<file path="src/rtl/alg_pkg.sv">
// alg_pkg: shared constants and types for the ECG acquisition path.
//   SYSTEM_CLK / ACQUISITION_RATE set the sample tick divider (ACQ_DIV).
//   DATA_WIDTH sets the sample width. CTR_WIDTH sets the sample counter width.
//   ADC_TIMEOUT is the longest wait, in cycles, from adc_req to adc_valid.
package alg_pkg;

  localparam int SYSTEM_CLK       = 100_000_000;
  localparam int ACQUISITION_RATE = 360;
  localparam int DATA_WIDTH       = 11;
  localparam int CTR_WIDTH        = 22;
  localparam int ADC_TIMEOUT      = 1024;

  localparam int ACQ_DIV   = SYSTEM_CLK / ACQUISITION_RATE;
  localparam int ACQ_DIV_W = $clog2(ACQ_DIV);

  typedef enum logic {
    ECG_SRC_UART = 1'b0,
    ECG_SRC_ADC  = 1'b1
  } ecg_src_t;

  // Samples are offset binary. Nothing in this path changes them.
  typedef logic [DATA_WIDTH-1:0] ecg_sample_t;
  typedef logic [CTR_WIDTH-1:0]  sample_num_t;

  typedef enum logic [1:0] {
    IDLE,
    UART_RUN,
    WAIT_TICK,
    ADC_WAIT
  } acq_state_t;

endpackage

</file>
<file path="src/rtl/ecg_acq_sched_if.sv">
// ecg_acq_sched_if: groups the signals between the scheduler and the ADC,
// the UART receiver and the input FIFO.
//   master : scheduler side. It drives adc_req, uart_ready, fifo_wr and fifo_wdata.
//   slave  : ADC/UART/FIFO side. It drives adc_valid, adc_data, uart_valid,
//            uart_data and fifo_full.
interface ecg_acq_sched_if;
  import alg_pkg::*;

  logic        adc_req;
  logic        adc_valid;
  ecg_sample_t adc_data;
  logic        uart_valid;
  logic        uart_ready;
  ecg_sample_t uart_data;
  logic        fifo_full;
  logic        fifo_wr;
  ecg_sample_t fifo_wdata;

  modport master (
    output adc_req, uart_ready, fifo_wr, fifo_wdata,
    input  adc_valid, adc_data, uart_valid, uart_data, fifo_full
  );

  modport slave (
    input  adc_req, uart_ready, fifo_wr, fifo_wdata,
    output adc_valid, adc_data, uart_valid, uart_data, fifo_full
  );

endinterface

</file>
<file path="src/rtl/acq_tick_gen.sv">
// acq_tick_gen: free-running divider that produces a registered one-cycle tick.
//   clk, rst_n : system clock and asynchronous active-low reset
//   en_i       : count enable
//   clr_i      : synchronous clear. It has priority over en_i.
//   tick_o     : high for one cycle after the count reaches DIV-1
// The count starts at 0 after a clear. The first tick therefore arrives
// DIV cycles after counting begins.
module acq_tick_gen #(
  parameter int DIV = 10,
  parameter int W   = $clog2(DIV)
) (
  input  logic clk,
  input  logic rst_n,
  input  logic en_i,
  input  logic clr_i,
  output logic tick_o
);

  logic [W-1:0] cnt_q, cnt_d;
  logic         tick_q, tick_d;

  always_comb begin
    cnt_d  = cnt_q;
    tick_d = 1'b0;
    if (clr_i) begin
      cnt_d = '0;
    end else if (en_i) begin
      if (cnt_q == W'(DIV - 1)) begin
        cnt_d  = '0;
        tick_d = 1'b1;
      end else begin
        cnt_d = cnt_q + 1'b1;
      end
    end
  end

  always_ff @(posedge clk or negedge rst_n) begin
    if (!rst_n) begin
      cnt_q  <= '0;
      tick_q <= 1'b0;
    end else begin
      cnt_q  <= cnt_d;
      tick_q <= tick_d;
    end
  end

  assign tick_o = tick_q;

endmodule

</file>
<file path="src/rtl/ecg_acq_sched.sv">
// ecg_acq_sched: acquisition scheduler that feeds the input sample FIFO.
//   clk, rst_n  : system clock and asynchronous active-low reset
//   en          : acquisition enable
//   src_sel     : source select (0 = UART, 1 = ADC). It is latched only while idle.
//   err_clr     : clears the sticky ovf and tmo flags
//   bus         : ADC request/response, UART valid/ready and FIFO write signals
//   sample_num  : acquired-sample count. It wraps at 2^CTR_WIDTH.
//   ovf, tmo    : sticky flags. ovf = sample dropped because the FIFO was full.
//                 tmo = ADC did not answer in time.
//   busy        : high whenever the FSM is not IDLE
//
// state     | meaning
// ----------+--------------------------------------------------------
// IDLE      | disabled; latch src_sel each cycle; tick counter held at 0
// UART_RUN  | forward UART samples, at most one write every 2 cycles
// WAIT_TICK | wait for the sample tick, then pulse adc_req
// ADC_WAIT  | wait up to ADC_TIMEOUT cycles for adc_valid
module ecg_acq_sched import alg_pkg::*; #(
  parameter int SYSTEM_CLK       = alg_pkg::SYSTEM_CLK,
  parameter int ACQUISITION_RATE = alg_pkg::ACQUISITION_RATE,
  parameter int ADC_TIMEOUT      = alg_pkg::ADC_TIMEOUT
) (
  input  logic                clk,
  input  logic                rst_n,
  input  logic                en,
  input  logic                src_sel,
  input  logic                err_clr,
  ecg_acq_sched_if.master     bus,
  output sample_num_t         sample_num,
  output logic                ovf,
  output logic                tmo,
  output logic                busy
);

  localparam int DIV   = SYSTEM_CLK / ACQUISITION_RATE;
  localparam int DIV_W = $clog2(DIV);
  localparam int TMO_W = $clog2(ADC_TIMEOUT + 1);

  // The ADC wait must finish before the next tick, or that tick would be lost.
  generate
    if (!(ADC_TIMEOUT < DIV - 2)) begin : g_bad_timeout
      $error("ecg_acq_sched: ADC_TIMEOUT must be less than DIV-2");
    end
  endgenerate

  acq_state_t  state_q, state_d;
  ecg_src_t    src_q, src_d;
  logic [TMO_W-1:0] wait_q, wait_d;
  sample_num_t sample_num_q, sample_num_d;
  logic        ovf_q, ovf_d, tmo_q, tmo_d;
  logic        ovf_set, tmo_set;
  logic        fifo_wr_q, fifo_wr_d;
  ecg_sample_t wdata_q, wdata_d;
  logic        adc_req_c, uart_ready_c;
  logic        tick, tick_en, tick_clr;

  assign tick_en  = (state_q == WAIT_TICK) || (state_q == ADC_WAIT);
  assign tick_clr = !en || (state_q == IDLE);

  acq_tick_gen #(.DIV(DIV), .W(DIV_W)) u_tick (
    .clk    (clk),
    .rst_n  (rst_n),
    .en_i   (tick_en),
    .clr_i  (tick_clr),
    .tick_o (tick)
  );

  always_comb begin
    state_d      = state_q;
    src_d        = src_q;
    wait_d       = wait_q;
    sample_num_d = sample_num_q;
    ovf_set      = 1'b0;
    tmo_set      = 1'b0;
    fifo_wr_d    = 1'b0;
    wdata_d      = wdata_q;
    adc_req_c    = 1'b0;
    uart_ready_c = 1'b0;

    case (state_q)
      IDLE: begin
        src_d = ecg_src_t'(src_sel);
        if (en) state_d = (src_q == ECG_SRC_ADC) ? WAIT_TICK : UART_RUN;
      end
      UART_RUN: begin
        // Blocking ready in the write cycle gives the FIFO one cycle to update full.
        uart_ready_c = en && !bus.fifo_full && !fifo_wr_q;
        if (!en) begin
          state_d = IDLE;
        end else if (uart_ready_c && bus.uart_valid) begin
          fifo_wr_d    = 1'b1;
          wdata_d      = bus.uart_data;
          sample_num_d = sample_num_q + 1'b1;
        end
      end
      WAIT_TICK: begin
        if (!en) begin
          state_d = IDLE;
        end else if (tick) begin
          adc_req_c    = 1'b1;
          wait_d       = '0;
          sample_num_d = sample_num_q + 1'b1;
          state_d      = ADC_WAIT;
        end
      end
      ADC_WAIT: begin
        if (!en) begin
          state_d = IDLE;
        end else if (bus.adc_valid) begin
          if (bus.fifo_full) begin
            ovf_set = 1'b1;
          end else begin
            fifo_wr_d = 1'b1;
            wdata_d   = bus.adc_data;
          end
          state_d = WAIT_TICK;
        end else if (wait_q == TMO_W'(ADC_TIMEOUT - 1)) begin
          tmo_set = 1'b1;
          state_d = WAIT_TICK;
        end else begin
          wait_d = wait_q + 1'b1;
        end
      end
      default: state_d = IDLE;
    endcase

    // A new error in the same cycle as err_clr keeps the flag set.
    ovf_d = ovf_set || (ovf_q && !err_clr);
    tmo_d = tmo_set || (tmo_q && !err_clr);
  end

  always_ff @(posedge clk or negedge rst_n) begin
    if (!rst_n) begin
      state_q      <= IDLE;
      src_q        <= ECG_SRC_UART;
      wait_q       <= '0;
      sample_num_q <= '0;
      ovf_q        <= 1'b0;
      tmo_q        <= 1'b0;
      fifo_wr_q    <= 1'b0;
      wdata_q      <= '0;
    end else begin
      state_q      <= state_d;
      src_q        <= src_d;
      wait_q       <= wait_d;
      sample_num_q <= sample_num_d;
      ovf_q        <= ovf_d;
      tmo_q        <= tmo_d;
      fifo_wr_q    <= fifo_wr_d;
      wdata_q      <= wdata_d;
    end
  end

  assign bus.adc_req    = adc_req_c;
  assign bus.uart_ready = uart_ready_c;
  assign bus.fifo_wr    = fifo_wr_q;
  assign bus.fifo_wdata = wdata_q;
  assign sample_num     = sample_num_q;
  assign ovf            = ovf_q;
  assign tmo            = tmo_q;
  assign busy           = (state_q != IDLE);

endmodule

</file>
<file path="src/flat_wrapper.sv">
// flat-port wrapper written by rule: the top's interface ports become plain ports
module ecg_acq_sched_flat import alg_pkg::*;
#(
  parameter int SYSTEM_CLK       = alg_pkg::SYSTEM_CLK,
  parameter int ACQUISITION_RATE = alg_pkg::ACQUISITION_RATE,
  parameter int ADC_TIMEOUT      = alg_pkg::ADC_TIMEOUT
)
  (clk, rst_n, en, src_sel, err_clr, sample_num, ovf, tmo, busy, bus_adc_req, bus_uart_ready, bus_fifo_wr, bus_fifo_wdata, bus_adc_valid, bus_adc_data, bus_uart_valid, bus_uart_data, bus_fifo_full);
  ecg_acq_sched_if bus_i ();
  input  logic clk;
  input  logic rst_n;
  input  logic en;
  input  logic src_sel;
  input  logic err_clr;
  output sample_num_t sample_num;
  output logic ovf;
  output logic tmo;
  output logic busy;
  output wire logic [$bits(bus_i.adc_req)-1:0] bus_adc_req;
  output wire logic [$bits(bus_i.uart_ready)-1:0] bus_uart_ready;
  output wire logic [$bits(bus_i.fifo_wr)-1:0] bus_fifo_wr;
  output wire logic [$bits(bus_i.fifo_wdata)-1:0] bus_fifo_wdata;
  input wire logic [$bits(bus_i.adc_valid)-1:0] bus_adc_valid;
  input wire logic [$bits(bus_i.adc_data)-1:0] bus_adc_data;
  input wire logic [$bits(bus_i.uart_valid)-1:0] bus_uart_valid;
  input wire logic [$bits(bus_i.uart_data)-1:0] bus_uart_data;
  input wire logic [$bits(bus_i.fifo_full)-1:0] bus_fifo_full;
  assign bus_adc_req = bus_i.adc_req;
  assign bus_uart_ready = bus_i.uart_ready;
  assign bus_fifo_wr = bus_i.fifo_wr;
  assign bus_fifo_wdata = bus_i.fifo_wdata;
  assign bus_i.adc_valid = bus_adc_valid;
  assign bus_i.adc_data = bus_adc_data;
  assign bus_i.uart_valid = bus_uart_valid;
  assign bus_i.uart_data = bus_uart_data;
  assign bus_i.fifo_full = bus_fifo_full;
  ecg_acq_sched #(.SYSTEM_CLK(SYSTEM_CLK), .ACQUISITION_RATE(ACQUISITION_RATE), .ADC_TIMEOUT(ADC_TIMEOUT)) u_core (.clk(clk), .rst_n(rst_n), .en(en), .src_sel(src_sel), .err_clr(err_clr), .bus(bus_i), .sample_num(sample_num), .ovf(ovf), .tmo(tmo), .busy(busy));
endmodule
</file>
<file path="config.mk">
export PLATFORM = sky130hd
export DESIGN_NAME = ecg_acq_sched_flat
export DESIGN_NICKNAME = d
export VERILOG_FILES = /design/src/rtl/alg_pkg.sv /design/src/rtl/ecg_acq_sched_if.sv /design/src/rtl/acq_tick_gen.sv /design/src/rtl/ecg_acq_sched.sv /design/src/flat_wrapper.sv
export SDC_FILE = /design/constraint.sdc
export NUM_CORES = 1
export LEC_CHECK = 0
export ABC_AREA = 0
export CAP_MARGIN = 20
export CORE_ASPECT_RATIO = 0.9
export CORE_MARGIN = 2
export CORE_UTILIZATION = 39
export CTS_BUF_LIST = sky130_fd_sc_hd__clkbuf_16
export DETAILED_ROUTE_END_ITERATION = 8
export PLACE_DENSITY = 0.7
export SYNTH_ARGS = -nofsm -noshare
export SYNTH_HDL_FRONTEND = slang
export SYNTH_SLANG_ARGS = --single-unit
</file>
<file path="constraint.sdc">
create_clock -name clk -period 4.9 [get_ports clk]
set_clock_uncertainty 0.05 [all_clocks]
set_input_delay 0.735 -clock clk [delete_from_list [all_inputs] [get_ports clk]]
set_output_delay 0.735 -clock clk [all_outputs]
set_load 0.03 [all_outputs]
</file>
After elaboration in Yosys (flattened, before gate mapping)
Cells that the tools add are included.
- bits in registers: 70
- bits of input ports: 30
- output and inout bits: 39
- $add $sub $neg: 3
- equality and inequality tests: 18
- muxes and demuxes: 50
- reductions and logical operators: 23
- operator list (cell ; number):
    $mux 11 ; 10
    $mux 22 ; 4
    $mux 19 ; 3
    $pmux 11 s2 ; 2
    $pmux 22 s2 ; 1
    $add 22x1->22 const B ; 1
    $mux 1 ; 20
    $ne 2x2->1 const B ; 10
    $add 19x1->19 const B ; 1
    $eq 19x19->1 const B ; 1
    $mux 2 ; 8
    $reduce_and 6->1 ; 2
    $add 11x1->11 const B ; 1
    $eq 11x10->1 const B ; 1
    $reduce_bool 2->1 ; 5
    $pmux 2 s4 ; 1
    $logic_and 1x1->1 ; 5
    $reduce_and 5->1 ; 1
    $eq 2x2->1 const B ; 2
    $logic_not 1->1 ; 4
    $logic_or 1x1->1 ; 4
    $ne 4x4->1 const B ; 1
    $reduce_and 4->1 ; 1
    $ne 3x3->1 const B ; 1
    other kinds (4) ; 4

Logic depth before layout (Yosys ltp)
Gate-level depths: netlist of the first run.
- depth after elaboration: 7
- mapped depth: 7
- depth with buffers taken out: 6

Modules after synthesis
From an unflattened synthesis of the first run, not the netlist that was laid out.
- cells, all modules: 353
- area, all modules: 3726.1 um2
- by module, submodules not included (module ; times used ; cells an instance ; area each (um2) ; sequential area each (um2)):
    ecg_acq_sched ; 1 ; 233 ; 2534.9 ; 1251.2
    acq_tick_gen ; 1 ; 120 ; 1191.1 ; 500.5

Least setup slack after synthesis of the first run
Ideal clock, no wire load.
- path kind: input -> output
- from: input en
- to: output bus_uart_ready
- arrival: 1762 ps
- data required time: 4115 ps
- setup slack: 2353 ps
- cell stages on the path: 3
- buffers on the path: 1
- cells stage by stage: clkbuf_1 nand3b_1 nor3_1
- word-level cells in the longest chain between the ends: 3
- RTL lines (element ; RTL line ; RTL):
    start, declared ; flat_wrapper.sv:12 ; input logic en;
    $logic_and 1x1->1 (2 in series) ; ecg_acq_sched.sv:87 ; uart_ready_c = en && !bus.fifo_full && !fifo_wr_q;
    $mux 1 ; ecg_acq_sched.sv:80 ; case (state_q)
    end, declared ; flat_wrapper.sv:20 ; output wire logic [$bits(bus_i.uart_ready)-1:0] bus_uart_ready;
No other way between the ends.

Worst setup path after layout of the first run
- from: input en
- to: output bus_adc_req
- word-level cells in the longest chain between the ends: 2
- RTL lines (element ; RTL line ; RTL):
    $mux 1 ; ecg_acq_sched.sv:97 ; if (!en) begin
    $mux 1 ; ecg_acq_sched.sv:80 ;
    end, declared ; flat_wrapper.sv:19 ; output wire logic [$bits(bus_i.adc_req)-1:0] bus_adc_req;
No other way between the ends.

==> metrics.md, run 1 <==
| Metric | Value |
|---|---|
| Status | `completed` |
| Multiplexer area fraction after synthesis | `3.89%` |
| Vias in the first global route | `3012` |
| Crit. Startpoint | `en` |
| Total clock sinks | `70` |
| Xor and xnor area share after synthesis | `5.02%` |
| Post_cts resized | `0` |
| Final Power | `0.00189 W` |
| Remaining DRCs | `0` |
| Share of the synthesized area in the top cell type | `47.8%` |
| Non-filler cells, final | `574` |
| CTS tree | `done` |
| Cell variety after synth | `53` |
| Critical Path Fanout Max | `9` |
| # placed instances | `559` |
| Post-DRT Antenna Nets | `0` |
| Syn Std Cell Area | `0.00367 mm²` |
| Post-synthesis async set-or-reset flop share | `100%` |
| Post-synth EDFFs | `0` |
| Seq/Total Area, Yosys | `47.8%` |
| PnR worst setup slack | `1.56 ns` |
| Top delay family on crit path | `buffers and inverters` |
| Worst vdd ir | `334 µV` |
| Slowest-stage cell, CP | `clkdlybuf4s50_1` |
| Combinational family with the most area after synthesis | `simple AND/OR/NAND/NOR gates` |
| Fin crit period | `3.34 ns` |
| First-pass GRT wire length | `14200 µm` |
| Count leader, synth | `dfrtp_1` |
| Total grt overflow | `0` |
| Lkg Pwr | `1.92 nW` |
| R2r setup slk | `2.54 ns` |
| Max Used Layer | `met4` |
| Sw Ratio | `31.1%` |
| Worst Setup End Kind | `output port` |
| Pre-CTS setup slack | `1.57 ns` |
| Area Overhead vs Synth | `29.4%` |
| Worst-path cell chain | `clkdlybuf4s50_1 > nand4b_1 > inv_1 > clkdlybuf4s50_1` |
| Combinational power share | `25.6%` |
| Post-synthesis net count | `420` |
| Synth Area in Simple Gates | `24.4%` |
| Synthesis-stage register bit count | `70` |
| Critical path startpoint category | `input pin` |
| Num CTS Buffers | `9` |
| Top cells by count, synth | `dfrtp_1, nand2_1, nand3_1` |
| Final Slew Violations | `0` |
| Util after Layout | `52.0%` |
| Critical Path Max Stage Delay | `0.71 ns` |
| Max Cap Viol | `0` |
| Net Switching | `0.000588 W` |
| Ys Warns | `0` |
| Share of cells above drive strength 1 | `5.75%` |
| Buffer and inverter count on the worst path | `3` |
| Most common cell on crit path | `clkdlybuf4s50_1` |
| Setup bufs post-CTS | `0` |
| CTS Root Cell | `clkbuf_16` |
| DR vias | `3143` |
| Met3 wire len | `564 µm` |
| Critical path type | `input pin to output port` |
| Complex-gate fraction of the synthesized area | `14.2%` |
| Yosys top cell by area | `dfrtp_1` |
| Synth Area in Adders | `1.36%` |
| Initial antenna violation count | `0` |
| Final Hold Viols | `0` |
| Fmax | `299 MHz` |
| Die X | `106 µm` |
| Mean routed wirelength per cell | `14.9 µm` |
| Critical Path RT | `4.12 ns` |
| Worst hold path depth | `1` |
| Int Pwr | `0.00130 W` |
| Vias per cell | `5.48` |
| DR WL met2 | `4020 µm` |
| Worst slew pin tran | `0.881 ns` |
| Num ports | `69` |
| Unrepaired setup endpoints after global routing | `no` |
| Core area | `0.00913 mm²` |
| H-tree depth | `3` |
| Post-DP HPWL | `5940 µm` |
| Clk pwr share | `36.1%` |
| Final setup viols | `0` |
| # port buffers | `68` |
| Layout net count | `482` |
| Pin count of the biggest net entering global routing | `71` |
| Initial DRC Count | `189` |
| Site Rows | `33` |
| Wire length on met1 | `3920 µm` |
| Reg2reg start | `u_core.state_q[0]` |
| Final setup TNS | `0 ns` |
| Clock buffer depth | `2` |
| Mapped Cells | `386` |
| Post-Syn Area per Cell | `9.50 µm²` |
| Top post-synthesis cells by area | `dfrtp_1, xnor2_1, nand2_1` |
| Die height | `96.0 µm` |
| Worst Setup EP | `bus_adc_req` |
| Clock-pin slew on the worst setup and hold paths | `0.05 ns` |
| Initial core utilization | `40.2%` |
| RePlAce Congestion | `0.807` |
| GRT Total Usage | `17.4%` |
| Cts hold-fix bufs | `0` |
| Pre-Repair DR Iteration Count | `4` |
| Reg-to-Reg End | `u_core.wait_q[5]` |
| Worst skew pair latency | `0.32 ns` |
| HP Class | `register to register` |
| Final worst path period share | `68.2%` |
| Levels on crit path | `4` |
| R2R depth | `4` |
| Main synth FF type | `dfrtp_1` |
| Post-Route WL | `8550 µm` |
| Normalized max-slew margin | `40.7%` |
| Arrival @ worst endpoint | `2.56 ns` |
| Inserted Diodes | `0` |
| DIE AREA | `0.0102 mm²` |
| Reg power frac | `38.3%` |
| Pwr per Cell Area | `398 mW/mm²` |
-- metrics by stage --
| stage | cell area [µm²] | hold WS (ns) |
|---|---|---|
| after floorplan | 3670 | 0.389 |
| after global placement | 4430 | 0.413 |
| after detailed placement | 4430 | 0.418 |
| after CTS | 4750 | 0.426 |
| after global routing | 4750 | 0.457 |
| final | 4750 | 0.419 |
-- per-layer routing --
metal	track usage, %	vias to the layer above
li1	-	1544
met5	0	-
met1	23.2	1503
met3	5.35	2
met4	5.26	0
met2	27.4	94
-- power groups by stage --
stage | Sequential (W) | Clock, W | Combinational [W]
finish | 0.000723 | 0.000681 | 0.000485
detailed placement | 0.000733 | 0 | 0.000488
floorplan | 0.000826 | 0 | 0.000185
global placement | 0.000731 | 0 | 0.000481
CTS | 0.000724 | 0.000696 | 0.000491
global route | 0.000739 | 0.000715 | 0.000526
-- final cells by class --
class / instances / area (µm²)
Multi-Input combinational cell: 285 / 1790
Tap cell: 122 / 153
Fill cell: 836 / 4380
Sequential cell: 70 / 1750
Inverter: 11 / 41.3
Timing Repair Buffer: 71 / 698
Clock inverter: 6 / 87.6
Clock buffer: 9 / 225
-- flip-flops by register name, indices dropped and copies added (netlist names) --
name,flops
u_core.sample_num,22
u_core.u_tick.tick_o,1
u_core.ovf,1
u_core.tmo,1
u_core.src_q,1
u_core.state_q,2
u_core.u_tick.cnt_q,19
u_core.wait_q,11
u_core.bus.fifo_wdata,11
u_core.bus.fifo_wr,1
-- cell usage in the layout, fill, tap and decap left out, types with 5 or more instances in the layout --
cell,count
a21oi_1,20
and2_1,5
and3_1,9
and4_1,7
clkbuf_16,9
clkdlybuf4s50_1,67
dfrtp_1,70
inv_1,11
mux2i_1,12
nand2_1,42
nand3_1,28
nand4_1,17
nor2_1,16
nor3_1,8
nor4_1,5
o21ai_0,24
o31ai_1,9
xnor2_1,19
-- how the worst min path moves through the flow --
stage                                from                  endpoint  slack [ns]
detailed placement  u_core.sample_num[21]     u_core.sample_num[21]        0.42
finish              u_core.sample_num[21]     u_core.sample_num[21]        0.42
global placement    u_core.sample_num[21]     u_core.sample_num[21]        0.41
floorplan                           rst_n  u_core.bus.fifo_wdata[0]        0.39
CTS                 u_core.sample_num[21]     u_core.sample_num[21]        0.43
global route        u_core.sample_num[21]     u_core.sample_num[21]        0.46
-- cell families after synthesis --
| kind of cell | count (synthesis) |
|---|---|
| AOI/OAI and AO/OA | 82 |
| and+or+nand+nor | 164 |
| adders and majority gates | 4 |
| xor gates and xnor gates | 21 |
| DFF | 70 |
| buffers and inverters | 31 |
| muxes | 14 |
(Power assumes the default switching activity.)
==> inputs of run 2 (changes only) <==
PLACE_DENSITY = 0.72   (was 0.7)
clock period = 2.8 ns   (was 4.9 ns; I/O delays follow)
==> run 2 against run 1 <==
  * Global-route usage rose by 0.60 points
  * Clock power up 50%
  * Worst setup slack worse by 1.4 ns
  * Worst hold slack got worse by 0.37 ns
  * Critical path depth did not move
  * Register-to-register slack lost 2.0 ns
  * Sequential power grew 76%
  * Combinational power rose by 78%
==> metrics.md, run 2 (synthesis results as in run 1) <==
| Metric | Value |
|---|---|
| Layout net count | `487` |
| Global Route met2 Usage | `28.4%` |
| Critical Path RT | `2.33 ns` |
| Core area | `0.00913 mm²` |
| Grt met1 use | `24.7%` |
| Die X | `106 µm` |
| Clk pwr share | `32.3%` |
| Non-filler cells, final | `579` |
| Final worst path period share | `92.9%` |
| CTS Root Cell | `clkbuf_16` |
| Pre-Repair DR Iteration Count | `4` |
| Unrepaired setup endpoints after global routing | `no` |
| Site Rows | `33` |
| Die height | `96.0 µm` |
| Worst Setup End Kind | `output port` |
| Commonest cells after routing, fill and taps aside | `dfrtp_1, clkdlybuf4s50_1, nand2_1, nand3_1, o21ai_0` |
| Final setup viols | `0` |
| Max Cap Viol | `0` |
| HP Class | `input pin to asynchronous set/reset pin` |
| Sw Ratio | `33.1%` |
| Initial antenna violation count | `0` |
| Grt peak-use layer | `met2` |
| Critical path type | `input pin to output port` |
| Vias in the first global route | `3083` |
| Cts hold-fix bufs | `0` |
| Post-DP HPWL | `6100 µm` |
| RePlAce Congestion | `0.880` |
| Num CTS Buffers | `9` |
| Setup bufs post-CTS | `0` |
| GRT Total Usage | `18.0%` |
| Fmax | `384 MHz` |
| Met3 Track Usage GR | `3.79%` |
| DR vias | `3185` |
| Max reg flops | `22` |
| # port buffers | `68` |
| Final setup TNS | `0 ns` |
| Int Pwr | `0.00210 W` |
| Final Hold Viols | `0` |
| Worst skew pair latency | `0.32 ns` |
| Normalized max-slew margin | `43.8%` |
| Initial DRC Count | `177` |
| Lkg Pwr | `1.92 nW` |
| Fin crit period | `2.60 ns` |
| H-tree depth | `3` |
| Post_cts resized | `0` |
| Net Switching | `0.00104 W` |
| Initial core utilization | `40.2%` |
| Inserted Diodes | `0` |
| Mean routed wirelength per cell | `14.9 µm` |
| Total grt overflow | `0` |
| First-pass GRT wire length | `14800 µm` |
| Commonest non-fill, non-tap cell in the layout | `dfrtp_1` |
| R2r setup slk | `0.53 ns` |
| Remaining DRCs | `0` |
| Worst vdd ir | `457 µV` |
| Pwr per Cell Area | `664 mW/mm²` |
| Reg power frac | `40.2%` |
| Share of cells above drive strength 1 | `6.78%` |
| Worst slew pin tran | `0.835 ns` |
| Total clock sinks | `70` |
| Post-Route WL | `8620 µm` |
| DIE AREA | `0.0102 mm²` |
| Vias per cell | `5.50` |
| Critical path startpoint category | `input pin` |
| Combinational power share | `27.4%` |
| Status | `completed` |
| Final Slew Violations | `0` |
| CTS tree | `done` |
| Clock-pin slew on the worst setup and hold paths | `0.06 ns` |
| Area Overhead vs Synth | `29.1%` |
| Pin count of the biggest net entering global routing | `27` |
| Arrival @ worst endpoint | `2.13 ns` |
| Clock buffer depth | `2` |
| # placed instances | `564` |
| Post-DRT Antenna Nets | `0` |
| Num ports | `69` |
| Critical Path Fanout Max | `9` |
## run 2: power by group through the flow
stage,clock [W],sequential [W],combinational (W)
2_1_floorplan,0,0.00145,0.000324
3_3_place_gp,0,0.00128,0.000857
3_5_place_dp,0,0.00128,0.000868
4_1_cts,0.00103,0.00127,0.000871
5_1_grt,0.00108,0.00129,0.000942
6_report,0.00102,0.00127,0.000863
## run 2: metrics by stage
stage | total power (W) | utilization (%) | hold WS (ns) | worst slack, ns | cell area, µm²
after floorplan | 0.00177 | - | 0.0744 | 0.817 | 3670
after global placement | 0.00214 | 49.0 | 0.409 | 0.246 | 4470
after detailed placement | 0.00215 | 49.0 | 0.410 | 0.211 | 4470
after CTS | 0.00317 | 51.9 | 0.0696 | 0.205 | 4740
after global routing | 0.00331 | 51.9 | 0.0997 | 0.0986 | 4740
final | 0.00315 | 51.9 | 0.0527 | 0.199 | 4740
## run 2: per-layer routing
metal	wire length, µm	part of all wire [%]	up-vias
met1	4180	49	1541
met3	428	5.0	7
met4	86	1.0	0
li1	-	-	1561
met2	3920	45	76
met5	0	0	-
## run 2: layout make-up
cell class | count | area [µm²]
repair buffers | 76 | 736
inverters | 11 | 41.3
well taps | 122 | 153
fillers | 819 | 4390
flip-flops and latches | 70 | 1750
clock inverters | 6 | 38.8
multi-input cells | 285 | 1790
clock buffers | 9 | 225
## run 2: critical path, cell delays in order
cell and delay [ns]:
clkdlybuf4s50_1 0.64, nand3b_1 0.19, nor3_1 0.18, clkdlybuf4s50_1 0.70
## run 2: path summary, 6_finish.rpt
path,from,endpoint,cells after the start
setup / recovery,en,bus_uart_ready,4
hold / removal,rst_n,u_core.u_tick.cnt_q[4],1
setup reg to reg,u_core.u_tick.cnt_q[16],u_core.u_tick.cnt_q[12],4
hold reg to reg,u_core.sample_num[20],u_core.sample_num[20],1
max in group asynchronous,rst_n,u_core.wait_q[1],2
min in group clk,u_core.sample_num[20],u_core.sample_num[20],1
